### src/rtl/dpll_pkg.sv
// ---------------------------------------------------------------------------
// dpll_pkg
// Shared types and default constants for the DPLL divider loop controller.
//   state_t : lock state machine encoding (IDLE=0, ACQUIRE=1, TRACK=2)
//   req_t   : pending ratio-step request (NONE, INC, DEC)
//   DEF_*   : default parameter values used by the controller
//   req_merge() : combines a held request with a newly raised one
// ---------------------------------------------------------------------------
package dpll_pkg;

  typedef enum logic [1:0] {
    IDLE    = 2'd0,
    ACQUIRE = 2'd1,
    TRACK   = 2'd2
  } state_t;

  typedef enum logic [1:0] {
    NONE = 2'd0,
    INC  = 2'd1,
    DEC  = 2'd2
  } req_t;

  localparam int DEF_N_W         = 4;
  localparam int DEF_N_NOM       = 6;
  localparam int DEF_N_MIN       = 3;
  localparam int DEF_N_MAX       = 12;
  localparam int DEF_K_MAX       = 8;
  localparam int DEF_LOCK_CNT    = 16;
  localparam int DEF_UNLOCK_MISS = 3;

  // A repeat of the held direction is dropped; the opposite direction
  // cancels the held request so the two overflows net out to nothing.
  function automatic req_t req_merge(input req_t held, input req_t incoming);
    req_t result;
    result = held;
    if (incoming != NONE) begin
      if (held == NONE) begin
        result = incoming;
      end else if (held != incoming) begin
        result = NONE;
      end
    end
    return result;
  endfunction

endpackage

### src/rtl/dpll_divider_ctrl_if.sv
// ---------------------------------------------------------------------------
// dpll_divider_ctrl_if
// Bundles the loop-side signals of the divider controller.
//   enable    : loop enable level
//   pd_up     : phase-detector "too slow" pulse
//   pd_dn     : phase-detector "too fast" pulse
//   div_wrap  : divider reload pulse
//   div_n     : divide ratio to the divider
//   div_load  : strobe when div_n takes a new value
//   locked    : loop is in TRACK
//   saturated : sticky flag, a step hit a ratio limit
//   state     : FSM state for debug
// Modports: master drives the loop inputs, slave is the controller.
// ---------------------------------------------------------------------------
interface dpll_divider_ctrl_if #(
  parameter int N_W = 4
) ();

  logic           enable;
  logic           pd_up;
  logic           pd_dn;
  logic           div_wrap;
  logic [N_W-1:0] div_n;
  logic           div_load;
  logic           locked;
  logic           saturated;
  logic [1:0]     state;

  modport master (
    output enable, pd_up, pd_dn, div_wrap,
    input  div_n, div_load, locked, saturated, state
  );

  modport slave (
    input  enable, pd_up, pd_dn, div_wrap,
    output div_n, div_load, locked, saturated, state
  );

endinterface

### src/rtl/dpll_k_counter.sv
// ---------------------------------------------------------------------------
// dpll_k_counter
// Signed up/down accumulator for phase-detector pulses. When the count would
// reach +K_MAX or -K_MAX the matching overflow flag fires combinationally for
// that cycle and the count returns to 0 on the same edge.
//   clk, reset : clock, async active-high reset
//   up, dn     : single-cycle pulses; both or neither hold the count
//   clr        : synchronous clear, also suppresses overflow flags
//   ovf_pos    : count reaches +K_MAX this edge
//   ovf_neg    : count reaches -K_MAX this edge
// ---------------------------------------------------------------------------
module dpll_k_counter #(
  parameter int K_MAX = 8
) (
  input  logic clk,
  input  logic reset,
  input  logic up,
  input  logic dn,
  input  logic clr,
  output logic ovf_pos,
  output logic ovf_neg
);

  localparam int KW = $clog2(K_MAX) + 2;
  localparam logic signed [KW-1:0] K_TOP = KW'(K_MAX - 1);
  localparam logic signed [KW-1:0] K_BOT = KW'(1 - K_MAX);

  logic signed [KW-1:0] count;
  logic                 step_up;
  logic                 step_dn;

  // Simultaneous up and dn cancel each other before anything is counted.
  assign step_up = up && !dn;
  assign step_dn = dn && !up;

  // The overflow is flagged on the edge that would land on the limit, so the
  // stored count never actually holds +/-K_MAX.
  assign ovf_pos = !clr && step_up && (count == K_TOP);
  assign ovf_neg = !clr && step_dn && (count == K_BOT);

  // Accumulator: clear has priority, an overflow restarts from zero,
  // otherwise follow the net pulse direction.
  always_ff @(posedge clk or posedge reset) begin
    if (reset) begin
      count <= '0;
    end else if (clr || ovf_pos || ovf_neg) begin
      count <= '0;
    end else if (step_up) begin
      count <= count + KW'(1);
    end else if (step_dn) begin
      count <= count - KW'(1);
    end
  end

endmodule

### src/rtl/dpll_divider_ctrl.sv
// ---------------------------------------------------------------------------
// dpll_divider_ctrl
// Loop controller for the DPLL programmable divider. Integrates phase-detector
// pulses in a K-counter, turns each overflow into a pending +/-1 ratio step,
// applies the step only at a divider wrap, and runs the acquire/track lock FSM.
//   clk, reset : clock, async active-high reset
//   bus        : dpll_divider_ctrl_if.slave (enable, pd_up, pd_dn, div_wrap in;
//                div_n, div_load, locked, saturated, state out)
// ---------------------------------------------------------------------------
module dpll_divider_ctrl
  import dpll_pkg::*;
#(
  parameter int N_W         = DEF_N_W,
  parameter int N_NOM       = DEF_N_NOM,
  parameter int N_MIN       = DEF_N_MIN,
  parameter int N_MAX       = DEF_N_MAX,
  parameter int K_MAX       = DEF_K_MAX,
  parameter int LOCK_CNT    = DEF_LOCK_CNT,
  parameter int UNLOCK_MISS = DEF_UNLOCK_MISS
) (
  input logic               clk,
  input logic               reset,
  dpll_divider_ctrl_if.slave bus
);

  localparam int QW = $clog2(LOCK_CNT + 1);
  localparam int MW = $clog2(UNLOCK_MISS + 1);

  localparam logic [N_W-1:0] N_NOM_V    = N_W'(N_NOM);
  localparam logic [N_W-1:0] N_MIN_V    = N_W'(N_MIN);
  localparam logic [N_W-1:0] N_MAX_V    = N_W'(N_MAX);
  localparam logic [QW-1:0]  LOCK_V     = QW'(LOCK_CNT);
  localparam logic [QW-1:0]  LOCK_LAST  = QW'(LOCK_CNT - 1);
  localparam logic [MW-1:0]  MISS_LAST  = MW'(UNLOCK_MISS - 1);

  state_t         state_q;
  req_t           pending_q;
  logic [N_W-1:0] div_n_q;
  logic           div_load_q;
  logic           locked_q;
  logic           saturated_q;
  logic [QW-1:0]  quiet_q;
  logic [MW-1:0]  miss_q;

  logic active;
  logic k_clr;
  logic ovf_pos;
  logic ovf_neg;
  logic wrap;
  logic step_ok;
  logic applied;
  logic blocked;
  logic quiet_wrap;
  logic quiet_hit;
  logic miss_hit;
  req_t k_req;
  req_t pend_next;

  // The loop only integrates while running and enabled; a disable edge
  // clears the counter together with everything else.
  assign active = (state_q != IDLE) && bus.enable;
  assign k_clr  = !active;

  dpll_k_counter #(
    .K_MAX (K_MAX)
  ) u_kcnt (
    .clk     (clk),
    .reset   (reset),
    .up      (bus.pd_up),
    .dn      (bus.pd_dn),
    .clr     (k_clr),
    .ovf_pos (ovf_pos),
    .ovf_neg (ovf_neg)
  );

  // Decode this cycle's wrap outcome from the request held before the edge.
  // A positive overflow means the divided clock is too slow, so the period
  // shortens (DEC); a negative overflow lengthens it (INC). A request raised
  // on a wrap edge is merged against NONE so it waits for the next wrap.
  always_comb begin
    k_req   = NONE;
    step_ok = 1'b0;
    if (ovf_pos) begin
      k_req = DEC;
    end else if (ovf_neg) begin
      k_req = INC;
    end
    if (pending_q == INC) begin
      step_ok = (div_n_q < N_MAX_V);
    end else if (pending_q == DEC) begin
      step_ok = (div_n_q > N_MIN_V);
    end
    wrap       = active && bus.div_wrap;
    applied    = wrap && (pending_q != NONE) && step_ok;
    blocked    = wrap && (pending_q != NONE) && !step_ok;
    quiet_wrap = wrap && !applied;
    quiet_hit  = quiet_wrap && (quiet_q == LOCK_LAST);
    miss_hit   = applied && (state_q == TRACK) && (miss_q == MISS_LAST);
    pend_next  = req_merge(wrap ? NONE : pending_q, k_req);
  end

  // Lock FSM together with the ratio register, pending request and the
  // quiet/miss counters. Every output is registered here so div_n and
  // div_load change on the same edge as the decision that drives them.
  always_ff @(posedge clk or posedge reset) begin
    if (reset) begin
      state_q     <= IDLE;
      pending_q   <= NONE;
      div_n_q     <= N_NOM_V;
      div_load_q  <= 1'b0;
      locked_q    <= 1'b0;
      saturated_q <= 1'b0;
      quiet_q     <= '0;
      miss_q      <= '0;
    end else begin
      div_load_q <= 1'b0;
      case (state_q)
        IDLE: begin
          div_n_q     <= N_NOM_V;
          pending_q   <= NONE;
          quiet_q     <= '0;
          miss_q      <= '0;
          saturated_q <= 1'b0;
          locked_q    <= 1'b0;
          if (bus.enable) begin
            state_q <= ACQUIRE;
          end
        end
        default: begin
          if (!bus.enable) begin
            // Fall back to the nominal ratio; strobe only if it moves.
            state_q     <= IDLE;
            locked_q    <= 1'b0;
            div_n_q     <= N_NOM_V;
            div_load_q  <= (div_n_q != N_NOM_V);
            pending_q   <= NONE;
            quiet_q     <= '0;
            miss_q      <= '0;
            saturated_q <= 1'b0;
          end else begin
            pending_q <= pend_next;
            if (applied) begin
              div_n_q    <= (pending_q == INC) ? div_n_q + N_W'(1)
                                               : div_n_q - N_W'(1);
              div_load_q <= 1'b1;
              quiet_q    <= '0;
            end else if (quiet_wrap && (quiet_q < LOCK_V)) begin
              quiet_q <= quiet_q + QW'(1);
            end
            if (blocked) begin
              saturated_q <= 1'b1;
            end
            if (state_q == ACQUIRE) begin
              if (quiet_hit) begin
                state_q  <= TRACK;
                locked_q <= 1'b1;
                miss_q   <= '0;
              end
            end else begin
              if (quiet_hit) begin
                miss_q <= '0;
              end else if (applied) begin
                miss_q <= miss_q + MW'(1);
                if (miss_hit) begin
                  state_q  <= ACQUIRE;
                  locked_q <= 1'b0;
                end
              end
            end
          end
        end
      endcase
    end
  end

  assign bus.div_n     = div_n_q;
  assign bus.div_load  = div_load_q;
  assign bus.locked    = locked_q;
  assign bus.saturated = saturated_q;
  assign bus.state     = state_q;

  // A nominal ratio outside the legal window cannot be driven safely.
  a_nom_legal: assert property (@(posedge clk) disable iff (reset)
    (N_NOM >= N_MIN) && (N_NOM <= N_MAX))
    else $error("N_NOM outside [N_MIN, N_MAX]");

endmodule

### src/flat_wrapper.sv
// flat-port wrapper written by rule: the top's interface ports become plain ports
module dpll_divider_ctrl_flat import dpll_pkg::*;
#(
  parameter int N_W         = DEF_N_W,
  parameter int N_NOM       = DEF_N_NOM,
  parameter int N_MIN       = DEF_N_MIN,
  parameter int N_MAX       = DEF_N_MAX,
  parameter int K_MAX       = DEF_K_MAX,
  parameter int LOCK_CNT    = DEF_LOCK_CNT,
  parameter int UNLOCK_MISS = DEF_UNLOCK_MISS
)
  (clk, reset, bus_enable, bus_pd_up, bus_pd_dn, bus_div_wrap, bus_div_n, bus_div_load, bus_locked, bus_saturated, bus_state);
  dpll_divider_ctrl_if #(.N_W(N_W)) bus_i ();
  input logic clk;
  input logic reset;
  input wire logic [$bits(bus_i.enable)-1:0] bus_enable;
  input wire logic [$bits(bus_i.pd_up)-1:0] bus_pd_up;
  input wire logic [$bits(bus_i.pd_dn)-1:0] bus_pd_dn;
  input wire logic [$bits(bus_i.div_wrap)-1:0] bus_div_wrap;
  output wire logic [$bits(bus_i.div_n)-1:0] bus_div_n;
  output wire logic [$bits(bus_i.div_load)-1:0] bus_div_load;
  output wire logic [$bits(bus_i.locked)-1:0] bus_locked;
  output wire logic [$bits(bus_i.saturated)-1:0] bus_saturated;
  output wire logic [$bits(bus_i.state)-1:0] bus_state;
  assign bus_i.enable = bus_enable;
  assign bus_i.pd_up = bus_pd_up;
  assign bus_i.pd_dn = bus_pd_dn;
  assign bus_i.div_wrap = bus_div_wrap;
  assign bus_div_n = bus_i.div_n;
  assign bus_div_load = bus_i.div_load;
  assign bus_locked = bus_i.locked;
  assign bus_saturated = bus_i.saturated;
  assign bus_state = bus_i.state;
  dpll_divider_ctrl #(.N_W(N_W), .N_NOM(N_NOM), .N_MIN(N_MIN), .N_MAX(N_MAX), .K_MAX(K_MAX), .LOCK_CNT(LOCK_CNT), .UNLOCK_MISS(UNLOCK_MISS)) u_core (.clk(clk), .reset(reset), .bus(bus_i));
endmodule
### config.mk
export PLATFORM = sky130hd
export DESIGN_NAME = dpll_divider_ctrl_flat
export DESIGN_NICKNAME = d
export VERILOG_FILES = /design/src/rtl/dpll_pkg.sv /design/src/rtl/dpll_divider_ctrl_if.sv /design/src/rtl/dpll_k_counter.sv /design/src/rtl/dpll_divider_ctrl.sv /design/src/flat_wrapper.sv
export SDC_FILE = /design/constraint.sdc
export NUM_CORES = 1
export LEC_CHECK = 0
export ABC_AREA = 1
export CAP_MARGIN = 30
export CORE_ASPECT_RATIO = 1.1
export CORE_MARGIN = 3
export CORE_UTILIZATION = 45
export CTS_CLUSTER_DIAMETER = 40
export DETAILED_ROUTE_END_ITERATION = 10
export PLACE_DENSITY = 0.68
export SLEW_MARGIN = 20
export SYNTH_ARGS = -nofsm -noshare
export SYNTH_HDL_FRONTEND = slang
export SYNTH_SLANG_ARGS = --single-unit
### constraint.sdc
create_clock -name clk -period 3 [get_ports clk]
set_input_delay 0.45 -clock clk [delete_from_list [all_inputs] [get_ports clk]]
set_output_delay 0.45 -clock clk [all_outputs]
set_load 0.02 [all_outputs]
==> impl_metrics.toml <==
[placement]
place_congestion = 0.888
hpwlAfterDp_microns = 2540
io_buffers = 14

[detailed_routing]
avgViaCountPerCell = 5.22
drc = 0
drt-pass1-iter-count = 4
drt_iter0_markers = 52
antenna_left = 0
drt_wl_total_microns = 3110
wl_met3_microns = 76
topRoutingLayerUsed = "met4"
wl_per_cell_microns = 12.4
dr_wl_met2_microns = 1700
wl_met1_microns = 1310
num_vias = 1310

[worst_setup_path]
cp.arrival_ps = 2320
cp_slowest_cell = "clkdlybuf4s50_1"
path_delay_family = "buffers and inverters"
critPathKind = "in -> reg"
crit_start = "bus_pd_dn"
crit_top_cell = "nand2_1"
worst-path-max-fanout = 4
slowest_delay_ps = 480
critPathBufInv = 3
cp.required_ps = 3240
cp_cell_sequence = "clkdlybuf4s50_1, inv_1, ha_1, inv_1, ha_1, nand2_1, nand2_1, a31oi_1, nand2_1, nand2_1, nor2_1, nor2_1"
cp-start-kind = "primary input"
r2r_start = "u_core.pending_q[1]$_DFF_PP0_"
crit_path_end_kind = "flop"

[power_and_ir_drop]
leakagePower_nw = 0.869
p_per_area_mw_per_mm2 = 606
total_power_mw = 1.07
ir_drop_mv = 0.400

[synthesis]
synth_edf_count = 0
avgSynthCellArea_sq_um = 7.80
ys_warn_count = 0
synthArstFlopShare_pct = 100
syn_nets = 216
syn_area_sq_mm = 0.00155
ys_ff_latch = 23
netlist_instances = 198
synth_cell_types = 28
synth_ff_type = "dfrtp_1"
yosysSeqAreaShare_pct = 37.4

[global_routing]
grt_usage_pct = 16.9
antenna_found_initial = 0
grt_max_degree = 24
grt_pass1_vias = 1325
grt.overflow.total = 0
grt_pass1_wl_microns = 5330

[sta]
max_freq_mhz = 482
period_share_pct = 69.2
min_period_ps = 2080
maxSlewViolCount = 0
rsz0062_at_grt = "false"
tightest_slew_ps = 341
relSlewSlack_pct = 77.1
finalSetupViolCount = 0
hold_viol = 0
finalSetupTns_ps = 0
fin_worst_skew_ps = 1.42

[floorplan]
std_cell_rows = 21
pin_count = 15
coreArea_sq_mm = 0.00315
initial_core_util_pct = 49.0
die_width_microns = 61.9
dieArea_sq_mm = 0.00417
fp.dieH_microns = 67.5

[final_layout]
final_net_count = 236
final_core_util_pct = 56.1
syn_to_final_growth_pct = 14.5
antenna_cells = 0
drive_gt1_share_pct = 9.68

[clocking]
cts_tree = "done"
htree_num_levels = 1
cts_setup_buffers = 0
cts_root_buf = "clkbuf_4"
cts_buffers = 3
insertion_delay_ps = 300
clk_pin_slew_ps = 120
cts_buffer_depth = 2
cts.repair.resized = 0
clkSinkCount = 23
hold_buffers = 0

[job]
maxCapViolations = 0

[min_path]
hold_class = "in -> async"

[status]
outcome = "finished, final reports clean"
-- worst register-to-register path, delay by kind of cell (launching register included) --
kind	cells	cell delay, ps
and+or+nand+nor	6	510
DFF	1	390
adders and majority gates	1	310
AOI/OAI and AO/OA	1	200
buffers and inverters	3	170
-- cell families (layout without fill, tap and decap cells) --
group | Yosys count | after routing | synth area share, %
buffers and inverters | 39 | 58 | 9.80
XOR/XNOR | 4 | 4 | 2.27
AND/OR/NAND/NOR | 97 | 97 | 31.6
AO/OA/AOI/OAI | 23 | 23 | 8.26
adder cells (fa/ha/maj) | 12 | 12 | 10.7
flip-flops | 23 | 23 | 37.4
-- flip-flops by register name, summed over array words and instances (netlist names) --
| name | cells |
|---|---|
| u_core.bus.locked | 1 |
| u_core.bus.state | 2 |
| u_core.bus.div_n | 4 |
| u_core.u_kcnt.count | 5 |
| u_core.pending_q | 2 |
| u_core.bus.div_load | 1 |
| u_core.miss_q | 2 |
| u_core.bus.saturated | 1 |
| u_core.quiet_q | 5 |
-- cells in the mapped netlist, types with 3 or more instances --
| cell | n | area [sq um] |
|---|---|---|
| a21oi_1 | 11 | 55.1 |
| dfrtp_1 | 21 | 526 |
| ha_1 | 10 | 125 |
| inv_1 | 33 | 124 |
| inv_2 | 5 | 18.8 |
| nand2_1 | 51 | 191 |
| nand3_1 | 9 | 45.0 |
| nand4_1 | 4 | 25.0 |
| nor2_1 | 16 | 60.1 |
| nor3_1 | 6 | 30.0 |
| o211ai_1 | 4 | 30.0 |
| o21ai_0 | 3 | 15.0 |
| o21ai_1 | 3 | 15.0 |
-- power breakdown --
group          internal, mW  switching (mW)  leakage, nW  total [mW]
Sequential            0.366          0.0660        0.308       0.432
Clock                0.0518          0.0876       0.0150       0.139
Combinational         0.193           0.308        0.546       0.501
-- through the flow --
step | worst slack, ps | instance area [sq um] | instances | hold WS, ps
after global routing | 846 | 1770 | 251 | 322
after floorplan | 1300 | 1550 | 198 | 450
after global placement | 771 | 1730 | 246 | 476
final | 924 | 1770 | 251 | 339
after detailed placement | 616 | 1730 | 246 | 495
after CTS | 935 | 1750 | 250 | 527
-- final timing paths --
kind | endpoint | slack (ps) | depth (start not counted)
max in group asynchronous | u_core.bus.div_n[1]$_DFFE_PP1P_ | 2200 | 3
worst min register to register | u_core.bus.locked$_DFFE_PP0P_ | 510 | 2
worst max-delay path | u_core.u_kcnt.count[3]$_DFFE_PP0P_ | 920 | 12
worst max register to register | u_core.bus.div_n[3]$_DFFE_PP0P_ | 1330 | 11
worst min-delay path | u_core.u_kcnt.count[0]$_DFFE_PP0P_ | 340 | 2
min in group clk | u_core.bus.locked$_DFFE_PP0P_ | 510 | 2
-- layer usage --
layer,track usage [%],up-vias
li1,-,669
met1,20.6,624
met2,30.6,15
met3,2.49,2
met4,3.98,0
met5,0,-
-- area by class of cell --
type / count / area (sq um)
timing repair buffer: 15 / 155
multi-input combinational: 136 / 816
fill: 306 / 1380
clock buffer: 4 / 26.3
tap: 34 / 42.5
inverter: 39 / 151
sequential: 23 / 578
-- layout by cell type (no fill, tap or decap), types with 2 or more instances in the layout --
cell	Yosys	layout
o21ai_0	3	3
a31oi_1	2	2
fa_1	2	2
clkdlybuf4s50_1	0	14
dfrtp_1	21	21
xor2_1	2	2
nand2_4	2	2
inv_2	5	5
xnor2_1	2	2
o211ai_1	4	4
a21oi_1	11	11
nand3_4	2	2
nor3_1	6	6
nor2_1	16	16
clkbuf_4	0	3
nand3_1	9	9
inv_1	33	33
ha_1	10	10
nand2_1	51	51
o21ai_1	3	3
nand4_1	4	4
dfstp_2	2	2
Power figures use the tool's default switching activity.
